## src/rtl/qtree_job_sequencer_if.sv

```systemverilog
// Stream and control bundle for qtree_job_sequencer: operand A/B, mask, kernel,
// result and job control. slave = sequencer side, master = environment side.
interface qtree_job_sequencer_if #(
  parameter int DATA_W = 67,
  parameter int MASK_W = 67,
  parameter int PTR_W  = 32,
  parameter int CNT_W  = 32
);
  logic              start;
  logic              busy;
  logic              done;
  logic              err;

  logic [DATA_W-1:0] a_tdata;
  logic              a_tlast;
  logic              a_tvalid;
  logic              a_tready;

  logic [DATA_W-1:0] b_tdata;
  logic              b_tlast;
  logic              b_tvalid;
  logic              b_tready;

  logic [MASK_W-1:0] m_tdata;
  logic              m_tlast;
  logic              m_tvalid;
  logic              m_tready;

  logic [DATA_W-1:0] k_tdata;
  logic              k_tlast;
  logic              k_tvalid;
  logic              k_tready;

  logic [MASK_W-1:0] km_tdata;
  logic              km_tlast;
  logic              km_tvalid;
  logic              km_tready;

  logic [PTR_W-1:0]  r_tdata;
  logic              r_tready;

  logic [PTR_W-1:0]  result_ptr;
  logic [CNT_W-1:0]  cycles;

  modport slave (
    input  start,
    output busy, done, err,
    input  a_tdata, a_tlast, a_tvalid,
    output a_tready,
    input  b_tdata, b_tlast, b_tvalid,
    output b_tready,
    input  m_tdata, m_tlast, m_tvalid,
    output m_tready,
    output k_tdata, k_tlast, k_tvalid,
    input  k_tready,
    output km_tdata, km_tlast, km_tvalid,
    input  km_tready,
    input  r_tdata,
    output r_tready,
    output result_ptr, cycles
  );

  modport master (
    output start,
    input  busy, done, err,
    output a_tdata, a_tlast, a_tvalid,
    input  a_tready,
    output b_tdata, b_tlast, b_tvalid,
    input  b_tready,
    output m_tdata, m_tlast, m_tvalid,
    input  m_tready,
    input  k_tdata, k_tlast, k_tvalid,
    output k_tready,
    input  km_tdata, km_tlast, km_tvalid,
    output km_tready,
    output r_tdata,
    input  r_tready,
    input  result_ptr, cycles
  );
endinterface

```

## src/rtl/qtree_job_sequencer.sv

```systemverilog
// Sequences one job: forwards tree A then tree B to the kernel, streams the mask
// alongside, then waits for a valid result. Optional watchdog: QTREE_SEQ_TIMEOUT_EN.
module qtree_job_sequencer #(
  parameter int DATA_W         = 67,
  parameter int MASK_W         = 67,
  parameter int PTR_W          = 32,
  parameter int CNT_W          = 32,
  parameter int TIMEOUT_CYCLES = 100000
) (
  input  logic                  aclk,
  input  logic                  aresetn,
  qtree_job_sequencer_if.slave  bus
);

  localparam logic [2:0] S_IDLE     = 3'd0;
  localparam logic [2:0] S_SEND_A   = 3'd1;
  localparam logic [2:0] S_SEND_B   = 3'd2;
  localparam logic [2:0] S_WAIT_RES = 3'd3;
  localparam logic [2:0] S_DONE     = 3'd4;
  localparam logic [2:0] S_ERR      = 3'd5;

  logic [2:0]       state_q, state_d;
  logic             mask_done_q, mask_done_d;
  logic             err_q, err_d;
  logic [PTR_W-1:0] result_ptr_q, result_ptr_d;
  logic [CNT_W-1:0] cycles_q, cycles_d;

  logic sel_a;
  logic sel_b;
  logic in_job;
  logic mask_window;
  logic a_last_hs;
  logic b_last_hs;
  logic m_last_hs;
  logic res_hit;
  logic timeout_hit;

  // Every ready/valid is qualified by aresetn so nothing handshakes in a reset cycle.
  assign sel_a       = aresetn && (state_q == S_SEND_A);
  assign sel_b       = aresetn && (state_q == S_SEND_B);
  assign in_job      = (state_q == S_SEND_A) || (state_q == S_SEND_B) ||
                       (state_q == S_WAIT_RES);
  assign mask_window = aresetn && in_job && !mask_done_q;

  assign bus.k_tdata   = sel_b ? bus.b_tdata : bus.a_tdata;
  assign bus.k_tlast   = sel_b ? bus.b_tlast : bus.a_tlast;
  assign bus.k_tvalid  = (sel_a && bus.a_tvalid) || (sel_b && bus.b_tvalid);
  assign bus.a_tready  = sel_a && bus.k_tready;
  assign bus.b_tready  = sel_b && bus.k_tready;

  assign bus.km_tdata  = bus.m_tdata;
  assign bus.km_tlast  = bus.m_tlast;
  assign bus.km_tvalid = mask_window && bus.m_tvalid;
  assign bus.m_tready  = mask_window && bus.km_tready;

  assign bus.r_tready  = aresetn && (state_q == S_WAIT_RES) && mask_done_q;

  assign bus.busy       = (state_q != S_IDLE);
  assign bus.done       = (state_q == S_DONE);
  assign bus.err        = err_q;
  assign bus.result_ptr = result_ptr_q;
  assign bus.cycles     = cycles_q;

  assign a_last_hs = bus.a_tvalid && bus.a_tready && bus.a_tlast;
  assign b_last_hs = bus.b_tvalid && bus.b_tready && bus.b_tlast;
  assign m_last_hs = bus.m_tvalid && bus.m_tready && bus.m_tlast;
  assign res_hit   = bus.r_tready && bus.r_tdata[0];

`ifdef QTREE_SEQ_TIMEOUT_EN
  // DONE and ERR are already on their way out, so the watchdog only covers the job proper.
  assign timeout_hit = in_job && (cycles_q >= CNT_W'(TIMEOUT_CYCLES));
`else
  logic unused_timeout;
  assign unused_timeout = ^TIMEOUT_CYCLES;
  assign timeout_hit    = 1'b0;
`endif

  always_comb begin
    state_d      = state_q;
    mask_done_d  = mask_done_q;
    err_d        = err_q;
    result_ptr_d = result_ptr_q;
    cycles_d     = cycles_q;

    if (state_q != S_IDLE && !(&cycles_q)) begin
      cycles_d = cycles_q + CNT_W'(1);
    end
    if (m_last_hs) begin
      mask_done_d = 1'b1;
    end

    if (timeout_hit) begin
      state_d = S_ERR;
      err_d   = 1'b1;
    end else begin
      case (state_q)
        S_IDLE: begin
          if (bus.start) begin
            state_d     = S_SEND_A;
            cycles_d    = '0;
            err_d       = 1'b0;
            mask_done_d = 1'b0;
          end
        end
        S_SEND_A: begin
          if (a_last_hs) state_d = S_SEND_B;
        end
        S_SEND_B: begin
          if (b_last_hs) state_d = S_WAIT_RES;
        end
        S_WAIT_RES: begin
          if (res_hit) begin
            result_ptr_d = bus.r_tdata;
            state_d      = S_DONE;
          end
        end
        S_DONE:  state_d = S_IDLE;
        S_ERR:   state_d = S_IDLE;
        default: state_d = S_IDLE;
      endcase
    end
  end

  always_ff @(posedge aclk) begin
    if (!aresetn) begin
      state_q      <= S_IDLE;
      mask_done_q  <= 1'b0;
      err_q        <= 1'b0;
      result_ptr_q <= '0;
      cycles_q     <= '0;
    end else begin
      state_q      <= state_d;
      mask_done_q  <= mask_done_d;
      err_q        <= err_d;
      result_ptr_q <= result_ptr_d;
      cycles_q     <= cycles_d;
    end
  end

endmodule

```

## src/flat_wrapper.sv

```systemverilog
// flat-port wrapper written by rule: the top's interface ports become plain ports
module qtree_job_sequencer_flat 
#(
  parameter int DATA_W         = 67,
  parameter int MASK_W         = 67,
  parameter int PTR_W          = 32,
  parameter int CNT_W          = 32,
  parameter int TIMEOUT_CYCLES = 100000
)
  (aclk, aresetn, bus_start, bus_busy, bus_done, bus_err, bus_a_tdata, bus_a_tlast, bus_a_tvalid, bus_a_tready, bus_b_tdata, bus_b_tlast, bus_b_tvalid, bus_b_tready, bus_m_tdata, bus_m_tlast, bus_m_tvalid, bus_m_tready, bus_k_tdata, bus_k_tlast, bus_k_tvalid, bus_k_tready, bus_km_tdata, bus_km_tlast, bus_km_tvalid, bus_km_tready, bus_r_tdata, bus_r_tready, bus_result_ptr, bus_cycles);
  qtree_job_sequencer_if #(.DATA_W(DATA_W), .MASK_W(MASK_W), .PTR_W(PTR_W), .CNT_W(CNT_W)) bus_i ();
  input  logic aclk;
  input  logic aresetn;
  input wire logic [$bits(bus_i.start)-1:0] bus_start;
  output wire logic [$bits(bus_i.busy)-1:0] bus_busy;
  output wire logic [$bits(bus_i.done)-1:0] bus_done;
  output wire logic [$bits(bus_i.err)-1:0] bus_err;
  input wire logic [$bits(bus_i.a_tdata)-1:0] bus_a_tdata;
  input wire logic [$bits(bus_i.a_tlast)-1:0] bus_a_tlast;
  input wire logic [$bits(bus_i.a_tvalid)-1:0] bus_a_tvalid;
  output wire logic [$bits(bus_i.a_tready)-1:0] bus_a_tready;
  input wire logic [$bits(bus_i.b_tdata)-1:0] bus_b_tdata;
  input wire logic [$bits(bus_i.b_tlast)-1:0] bus_b_tlast;
  input wire logic [$bits(bus_i.b_tvalid)-1:0] bus_b_tvalid;
  output wire logic [$bits(bus_i.b_tready)-1:0] bus_b_tready;
  input wire logic [$bits(bus_i.m_tdata)-1:0] bus_m_tdata;
  input wire logic [$bits(bus_i.m_tlast)-1:0] bus_m_tlast;
  input wire logic [$bits(bus_i.m_tvalid)-1:0] bus_m_tvalid;
  output wire logic [$bits(bus_i.m_tready)-1:0] bus_m_tready;
  output wire logic [$bits(bus_i.k_tdata)-1:0] bus_k_tdata;
  output wire logic [$bits(bus_i.k_tlast)-1:0] bus_k_tlast;
  output wire logic [$bits(bus_i.k_tvalid)-1:0] bus_k_tvalid;
  input wire logic [$bits(bus_i.k_tready)-1:0] bus_k_tready;
  output wire logic [$bits(bus_i.km_tdata)-1:0] bus_km_tdata;
  output wire logic [$bits(bus_i.km_tlast)-1:0] bus_km_tlast;
  output wire logic [$bits(bus_i.km_tvalid)-1:0] bus_km_tvalid;
  input wire logic [$bits(bus_i.km_tready)-1:0] bus_km_tready;
  input wire logic [$bits(bus_i.r_tdata)-1:0] bus_r_tdata;
  output wire logic [$bits(bus_i.r_tready)-1:0] bus_r_tready;
  output wire logic [$bits(bus_i.result_ptr)-1:0] bus_result_ptr;
  output wire logic [$bits(bus_i.cycles)-1:0] bus_cycles;
  assign bus_i.start = bus_start;
  assign bus_busy = bus_i.busy;
  assign bus_done = bus_i.done;
  assign bus_err = bus_i.err;
  assign bus_i.a_tdata = bus_a_tdata;
  assign bus_i.a_tlast = bus_a_tlast;
  assign bus_i.a_tvalid = bus_a_tvalid;
  assign bus_a_tready = bus_i.a_tready;
  assign bus_i.b_tdata = bus_b_tdata;
  assign bus_i.b_tlast = bus_b_tlast;
  assign bus_i.b_tvalid = bus_b_tvalid;
  assign bus_b_tready = bus_i.b_tready;
  assign bus_i.m_tdata = bus_m_tdata;
  assign bus_i.m_tlast = bus_m_tlast;
  assign bus_i.m_tvalid = bus_m_tvalid;
  assign bus_m_tready = bus_i.m_tready;
  assign bus_k_tdata = bus_i.k_tdata;
  assign bus_k_tlast = bus_i.k_tlast;
  assign bus_k_tvalid = bus_i.k_tvalid;
  assign bus_i.k_tready = bus_k_tready;
  assign bus_km_tdata = bus_i.km_tdata;
  assign bus_km_tlast = bus_i.km_tlast;
  assign bus_km_tvalid = bus_i.km_tvalid;
  assign bus_i.km_tready = bus_km_tready;
  assign bus_i.r_tdata = bus_r_tdata;
  assign bus_r_tready = bus_i.r_tready;
  assign bus_result_ptr = bus_i.result_ptr;
  assign bus_cycles = bus_i.cycles;
  qtree_job_sequencer #(.DATA_W(DATA_W), .MASK_W(MASK_W), .PTR_W(PTR_W), .CNT_W(CNT_W), .TIMEOUT_CYCLES(TIMEOUT_CYCLES)) u_core (.aclk(aclk), .aresetn(aresetn), .bus(bus_i));
endmodule
```

## config.mk

```make
export PLATFORM = sky130hd
export DESIGN_NAME = qtree_job_sequencer_flat
export DESIGN_NICKNAME = d
export VERILOG_FILES = /design/src/rtl/qtree_job_sequencer_if.sv /design/src/rtl/qtree_job_sequencer.sv /design/src/flat_wrapper.sv
export SDC_FILE = /design/constraint.sdc
export NUM_CORES = 1
export LEC_CHECK = 0
export ABC_AREA = 1
export CAP_MARGIN = 20
export CORE_AREA = 3 3 177 179
export DETAILED_ROUTE_END_ITERATION = 10
export DIE_AREA = 0 0 180 182
export GPL_TIMING_DRIVEN = 1
export PLACE_DENSITY = 0.47
export SLEW_MARGIN = 10
export SYNTH_ARGS = -nofsm -noshare
export SYNTH_HDL_FRONTEND = slang
export SYNTH_SLANG_ARGS = --single-unit
```

## constraint.sdc

```tcl
create_clock -name aclk -period 1.6 [get_ports aclk]
set_input_delay 0.32 -clock aclk [delete_from_list [all_inputs] [get_ports aclk]]
set_output_delay 0.32 -clock aclk [all_outputs]
set_load 0.02 [all_outputs]
```

# Word level (Yosys, flattened, before mapping)
# Cells that the tools add are included.
classes:
  n_addsub: 1
  mul: 0
  div: 0
  magnitude_cmp: 0
  eq_ne: 8
  shift: 0
  muxes: 13
  bitwise_logic: 0
  n_reduce_logical: 30
ops:
  columns: ["operator", "count"]
  rows:
  - ["$mux W32", 3]
  - ["$mux W67", 1]
  - ["$add A32 B1 Y32 const B", 1]
  - ["$reduce_and A32 Y1", 1]
  - ["$logic_and A1 B1 Y1", 20]
  - ["$mux W3", 4]
  - ["$pmux W3 S4", 1]
  - ["$eq A3 B2 Y1 const B", 2]
  - ["$ne A2 B1 Y1 const B", 3]
  - ["$mux W1", 4]
  - ["$reduce_and A4 Y1", 1]
  - ["$eq A3 B1 Y1 const B", 1]
  - ["$eq A3 B3 Y1 const B", 1]
  - ["$logic_not A3 Y1", 1]
  - ["$logic_or A1 B1 Y1", 3]
  - ["$reduce_bool A3 Y1", 1]
  - ["$logic_not A1 Y1", 2]
  - ["$ne A2 B2 Y1 const B", 1]
  - ["$reduce_and A2 Y1", 1]
word_totals:
  reg_bits: 68
  latch_bits: 0
  ram_bits: 0
  romBits: 0
  input_bits: 244
  output_inout_bits: 209
  wordCells: 56
  n_memories: 0

# Logic depth before layout (Yosys ltp)
logic_depth:
  ltp_word: 11
  mapped_depth: 11
  mapped_depth_nobuf: 10

# Worst setup path before layout
# Ideal clock, no wire load.
synth_timing:
  path_type: "reg2reg"
  startpoint: "reg u_core.cycles_q[1], in the netlist u_core.bus.cycles[1]"
  endpoint: "reg u_core.cycles_q[26], in the netlist u_core.bus.cycles[26]"
  setup_time_ps: 122
  t_arrival_ps: 1657
  required_time_ps: 1478
  setup_slack_ps: -179
  stages_incl_launch_ff: 11
  path_buffers: 2
  period_less_slack_ps: 1779
  path_cell_list: "dfxtp_1 -> ha_1 -> inv_1 -> nor2_4 -> nand2_4 -> nor2_8 -> a21oi_2 -> buf_4 -> buf_6 -> nand2_1 -> a21oi_2"
synth_between:
  elab_chain_len: 6
  word_cells_on_any_way: 7
  cone_classes: "add/sub (1); mux (3); reduce/logical (3)"
synth_rtl:
  columns: ["element", "line", "text"]
  rows:
  - ["from (decl)", "qtree_job_sequencer.sv:26", "logic [CNT_W-1:0] cycles_q, cycles_d;"]
  - ["from (signal assigned)", "qtree_job_sequencer.sv:136", "cycles_q <= cycles_d;"]
  - ["branches (longest 3 deep; another with $add A32 B1 Y32)", null, null]
  - ["$mux W32 (*)", "qtree_job_sequencer.sv:85", "if (state_q != S_IDLE && !(&cycles_q)) begin"]
  - ["$mux W32", "qtree_job_sequencer.sv:98", "if (bus.start) begin"]
  - ["$mux W32 (*)", "qtree_job_sequencer.sv:96", "case (state_q)"]
# Mark *: on every way between the ends.
# A chain may end at the register's enable or synchronous reset.

# Worst setup path after layout
layout_timing:
  startpoint: "reg u_core.state_q[0]"
  endpoint: "out bus_k_tdata[9]"
layout_between:
  elab_chain_len: 3
layout_rtl:
  columns: ["element", "line", "text"]
  rows:
  - ["from (decl)", "qtree_job_sequencer.sv:22", "logic [2:0] state_q, state_d;"]
  - ["from (signal assigned)", "qtree_job_sequencer.sv:132", "state_q <= state_d;"]
  - ["$eq A3 B2 Y1", "qtree_job_sequencer.sv:40", "assign sel_b = aresetn && (state_q == S_SEND_B);"]
  - ["$logic_and A1 B1 Y1", "qtree_job_sequencer.sv:40", null]
  - ["$mux W67", "qtree_job_sequencer.sv:45", "assign bus.k_tdata = sel_b ? bus.b_tdata : bus.a_tdata;"]
  - ["to (decl)", "flat_wrapper.sv:30", "output wire logic [$bits(bus_i.k_tdata)-1:0] bus_k_tdata;"]
# No other way between the ends.

==> impl_results.rst <==
.. list-table::
   :header-rows: 1

   * - Metric
     - Value
   * - Proportion of layout cells with a drive suffix above 1
     - 37.9%
   * - Antenna cell count
     - 0
   * - WL met2
     - 12000 µm
   * - Placer's final routability congestion estimate
     - 0.836
   * - Count of buffering cells on the critical path with inverters included
     - 4
   * - Setup Total Neg Slack
     - -32.47 ns
   * - P_leak
     - 4.13 nW
   * - First-pass GRT wire length
     - 36400 µm
   * - Chip height
     - 182 µm
   * - CTS Sinks
     - 68
   * - TritonCTS clock tree
     - built
   * - Initial Util
     - 16.5%
   * - Post-route insts no fill
     - 1425
   * - Classification of the worst setup path
     - reg2out
   * - TritonCTS Buffers
     - 9
   * - Pwr dens
     - 870 mW/mm²
   * - Average cell area after synthesis
     - 7.18 µm²
   * - DP Cell Count
     - 1373
   * - Post-synthesis async set-or-reset flop share
     - 0%
   * - Max-Slew Margin vs Limit
     - 66.6%
   * - Cell type with the highest occurrence count on the critical path
     - sky130_fd_sc_hd__buf_6
   * - Register area share after synthesis
     - 27.7%
   * - Met3 WL
     - 2460 µm
   * - Number of nets with antenna violations after routing
     - 0
   * - DR pass1 iterations
     - 4
   * - Worst path top cell family by delay
     - buffers and inverters
   * - Count of endpoints failing hold in the final timing report
     - 0
   * - Cell Chain, Critical Path
     - nor2_4 > nand3_4 > buf_6 > buf_8 > buf_4 > mux2_2 > buf_6
   * - Status
     - finished, violations left
   * - Primary FF master, synth
     - sky130_fd_sc_hd__dfxtp_1
   * - Post-CTS Hold Fix Bufs
     - 0
   * - Delay of the slowest cell on the worst path
     - 0.33 ns
   * - Ports placed on the boundary
     - 453
   * - Die area
     - 0.0328 mm²
   * - Violated checks
     - negative setup slack
   * - Minimum clock period
     - 2.08 ns
   * - Number of flops mapped to enable cells by yosys
     - 0
   * - Largest family of logic cells by synthesized area
     - simple AND/OR/NAND/NOR gates
   * - Via count normalized by instance count
     - 4.01
   * - Buffer levels on the longest clock path
     - 2
   * - Vias in the first global route
     - 5608
   * - Root buffer cell
     - sky130_fd_sc_hd__clkbuf_16
   * - Cells on Worst Hold Path
     - 1
   * - Count of max-cap constraint violations
     - 0
   * - Final period utilization
     - 130%
   * - Worst r2r src
     - u_core.state_q[0]
   * - Total routing usage reported by global routing
     - 14.5%
   * - Area added between synthesis and finish
     - 100%
   * - Overall power
     - 0.00855 W
   * - Maximum vdd drop
     - 429 µV
   * - Wire length per cell
     - 17.9 µm
   * - Core Rows
     - 63
   * - Count of state elements after synthesis
     - 68
   * - Max Clk Rate
     - 0.480 GHz
   * - Final core utilization
     - 33.1%
   * - Post-synth cell types
     - 39
   * - Setup slack of the most critical reg-to-reg path
     - -0.22 ns
   * - Insertion delay to the later sink of the worst-skew pair
     - 0.34 ns
   * - DR iter-0 viols
     - 274
   * - Fin Clk Skew
     - 0.00964 ns
   * - Data arrival, critical path
     - 1.76 ns
   * - End point of the most critical hold path
     - u_core.bus.result_ptr[0]
   * - Post-Synthesis Net Count
     - 929
   * - Number of cells on the worst reg-to-reg path
     - 11
   * - Largest net degree at the start of global routing
     - 33
   * - Critical path capture point type
     - output port
   * - Clock slew at the register clock pins of the worst setup and hold paths
     - 0.06 ns
   * - Drt total wl
     - 25500 µm
   * - Min-delay src
     - u_core.bus.result_ptr[0]
   * - Routed length on met1
     - 10100 µm
   * - Most frequent standard cell in the layout excluding fill and tap cells
     - sky130_fd_sc_hd__nand2_1
   * - RSZ-0062 raised after global routing
     - yes
   * - Xor/xnor cell area share of the yosys netlist
     - 1.07%
   * - Slowest CP cell
     - sky130_fd_sc_hd__dfxtp_2
   * - Die width
     - 180 µm
   * - HPWL after detailed placement
     - 19600 µm
   * - Final-report max-slew violation count
     - 0
   * - Vias
     - 5710
   * - Slew @ Worst Pin
     - 0.500 ns
   * - Simple logic cell fraction of the synthesized area
     - 29.1%
   * - Std-Cell Core Area
     - 0.0297 mm²
   * - Number of port buffers
     - 317
   * - Count of nets after finishing
     - 1275
   * - Worst hold margin
     - 0.459 ns
   * - Post-synthesis adder-cell area fraction
     - 0.255%
   * - Total of warnings raised by yosys
     - 0
   * - Count of final setup violators
     - 110
   * - Fraction of synthesized area in multiplexers
     - 15.6%
   * - CP required
     - 1.28 ns
   * - Most frequent cells in the layout
     - 177 x sky130_fd_sc_hd__nand2_1, 175 x sky130_fd_sc_hd__clkdlybuf4s50_1, 81 x sky130_fd_sc_hd__buf_6, 72 x sky130_fd_sc_hd__buf_4, 66 x sky130_fd_sc_hd__dlygate4sd2_1
   * - Remaining DRCs
     - 0
   * - Netlist Area Pre-Place
     - 0.00491 mm²
   * - Antenna violations before repair
     - 1
   * - Post-synthesis compound-gate area fraction
     - 9.07%
   * - Count of H-tree levels built during CTS
     - 3
   * - Minimum setup slack in the final design
     - -0.483 ns
   * - CP Launch Type
     - register
   * - Residual overflow from global routing
     - 0
   * - Gate Count Post-Synth
     - 684
   * - Capture instance of the worst register-to-register path
     - u_core.bus.cycles[6]
   * - Top fanout value on the critical path
     - 6
   * - Uppermost routed layer
     - met5
   * - Hold crit path type
     - reg2reg
==> where the power goes <==
group | switching [W] | internal (W)
clock | 0.000835 | 0.00121
combinational | 0.00226 | 0.00245
sequential | 0.0000441 | 0.00175
==> per-layer routing <==
metal,track usage [%],up-vias
li1,-,2835
met1,16.7,2585
met2,24.1,253
met3,5.91,35
met4,5.57,2
met5,0.148,-
==> synthesized netlist by cell type (2+ instances only) <==
library cell	n	area, µm²
sky130_fd_sc_hd__inv_1	40	150
sky130_fd_sc_hd__nor2_4	3	33.8
sky130_fd_sc_hd__nor2_1	73	274
sky130_fd_sc_hd__nand3b_1	11	82.6
sky130_fd_sc_hd__xor2_1	4	35.0
sky130_fd_sc_hd__o21ai_0	5	25.0
sky130_fd_sc_hd__nand4_1	6	37.5
sky130_fd_sc_hd__nand2_4	2	22.5
sky130_fd_sc_hd__buf_2	13	65.1
sky130_fd_sc_hd__o21bai_1	6	45.0
sky130_fd_sc_hd__nand2_2	7	43.8
sky130_fd_sc_hd__xnor2_1	2	17.5
sky130_fd_sc_hd__a21oi_2	17	149
sky130_fd_sc_hd__inv_2	4	15.0
sky130_fd_sc_hd__a21oi_1	37	185
sky130_fd_sc_hd__nand3_1	21	105
sky130_fd_sc_hd__dfxtp_1	68	1360
sky130_fd_sc_hd__mux2_2	68	766
sky130_fd_sc_hd__nand2_1	200	751
sky130_fd_sc_hd__buf_4	72	541
sky130_fd_sc_hd__nor2_2	2	12.5
sky130_fd_sc_hd__clkbuf_1	6	22.5
==> final cells by class <==
class | instances | area, µm²
repair buffers | 426 | 4370
flip-flops and latches | 68 | 1380
inverters | 44 | 193
multi-input cells | 480 | 3080
well taps | 390 | 488
clock buffers | 9 | 225
clock inverters | 7 | 73.8
repair inverters | 1 | 11.3
fillers | 3157 | 19900
==> worst max-delay path by stage <==
stage,startpoint,endpoint,slack [ns],cells after the start
after floorplan,u_core.bus.cycles[15],u_core.bus.cycles[26],0.003,9
after global placement,aresetn,bus_k_tdata[0],-0.91,6
after detailed placement,aresetn,bus_k_tdata[0],-0.91,6
after CTS,u_core.state_q[2],bus_k_tdata[10],-0.62,6
after global routing,u_core.state_q[0],bus_k_tdata[6],-0.56,7
final,u_core.state_q[0],bus_k_tdata[9],-0.48,7
==> timing repair <==
action                     CTS  global route
pin swaps                    8            22
buffers inserted            16            11
resized for setup          486           143
cloned                      10             5
setup endpoints to repair  207           142
==> cells by family after synthesis <==
kind of cell / count (synthesis)
fa+ha+maj: 1
xor+xnor: 6
simple gates: 331
mux: 68
other cells: 1
buf+inv: 138
compound gates: 71
flops: 68
==> stage by stage <==
step	instance area, µm²	setup slack [ns]
after floorplan	4930	0.00260
after detailed placement	8570	-0.909
after global routing	9830	-0.563
final	9830	-0.483
after global placement	8570	-0.914
after CTS	9300	-0.618
==> sequential cells by signal (all words and copies together), names as in the netlist <==
name	count
u_core.bus.result_ptr	32
u_core.state_q	3
u_core.bus.cycles	32
u_core.mask_done_q	1
Power figures use the tool's default switching activity.
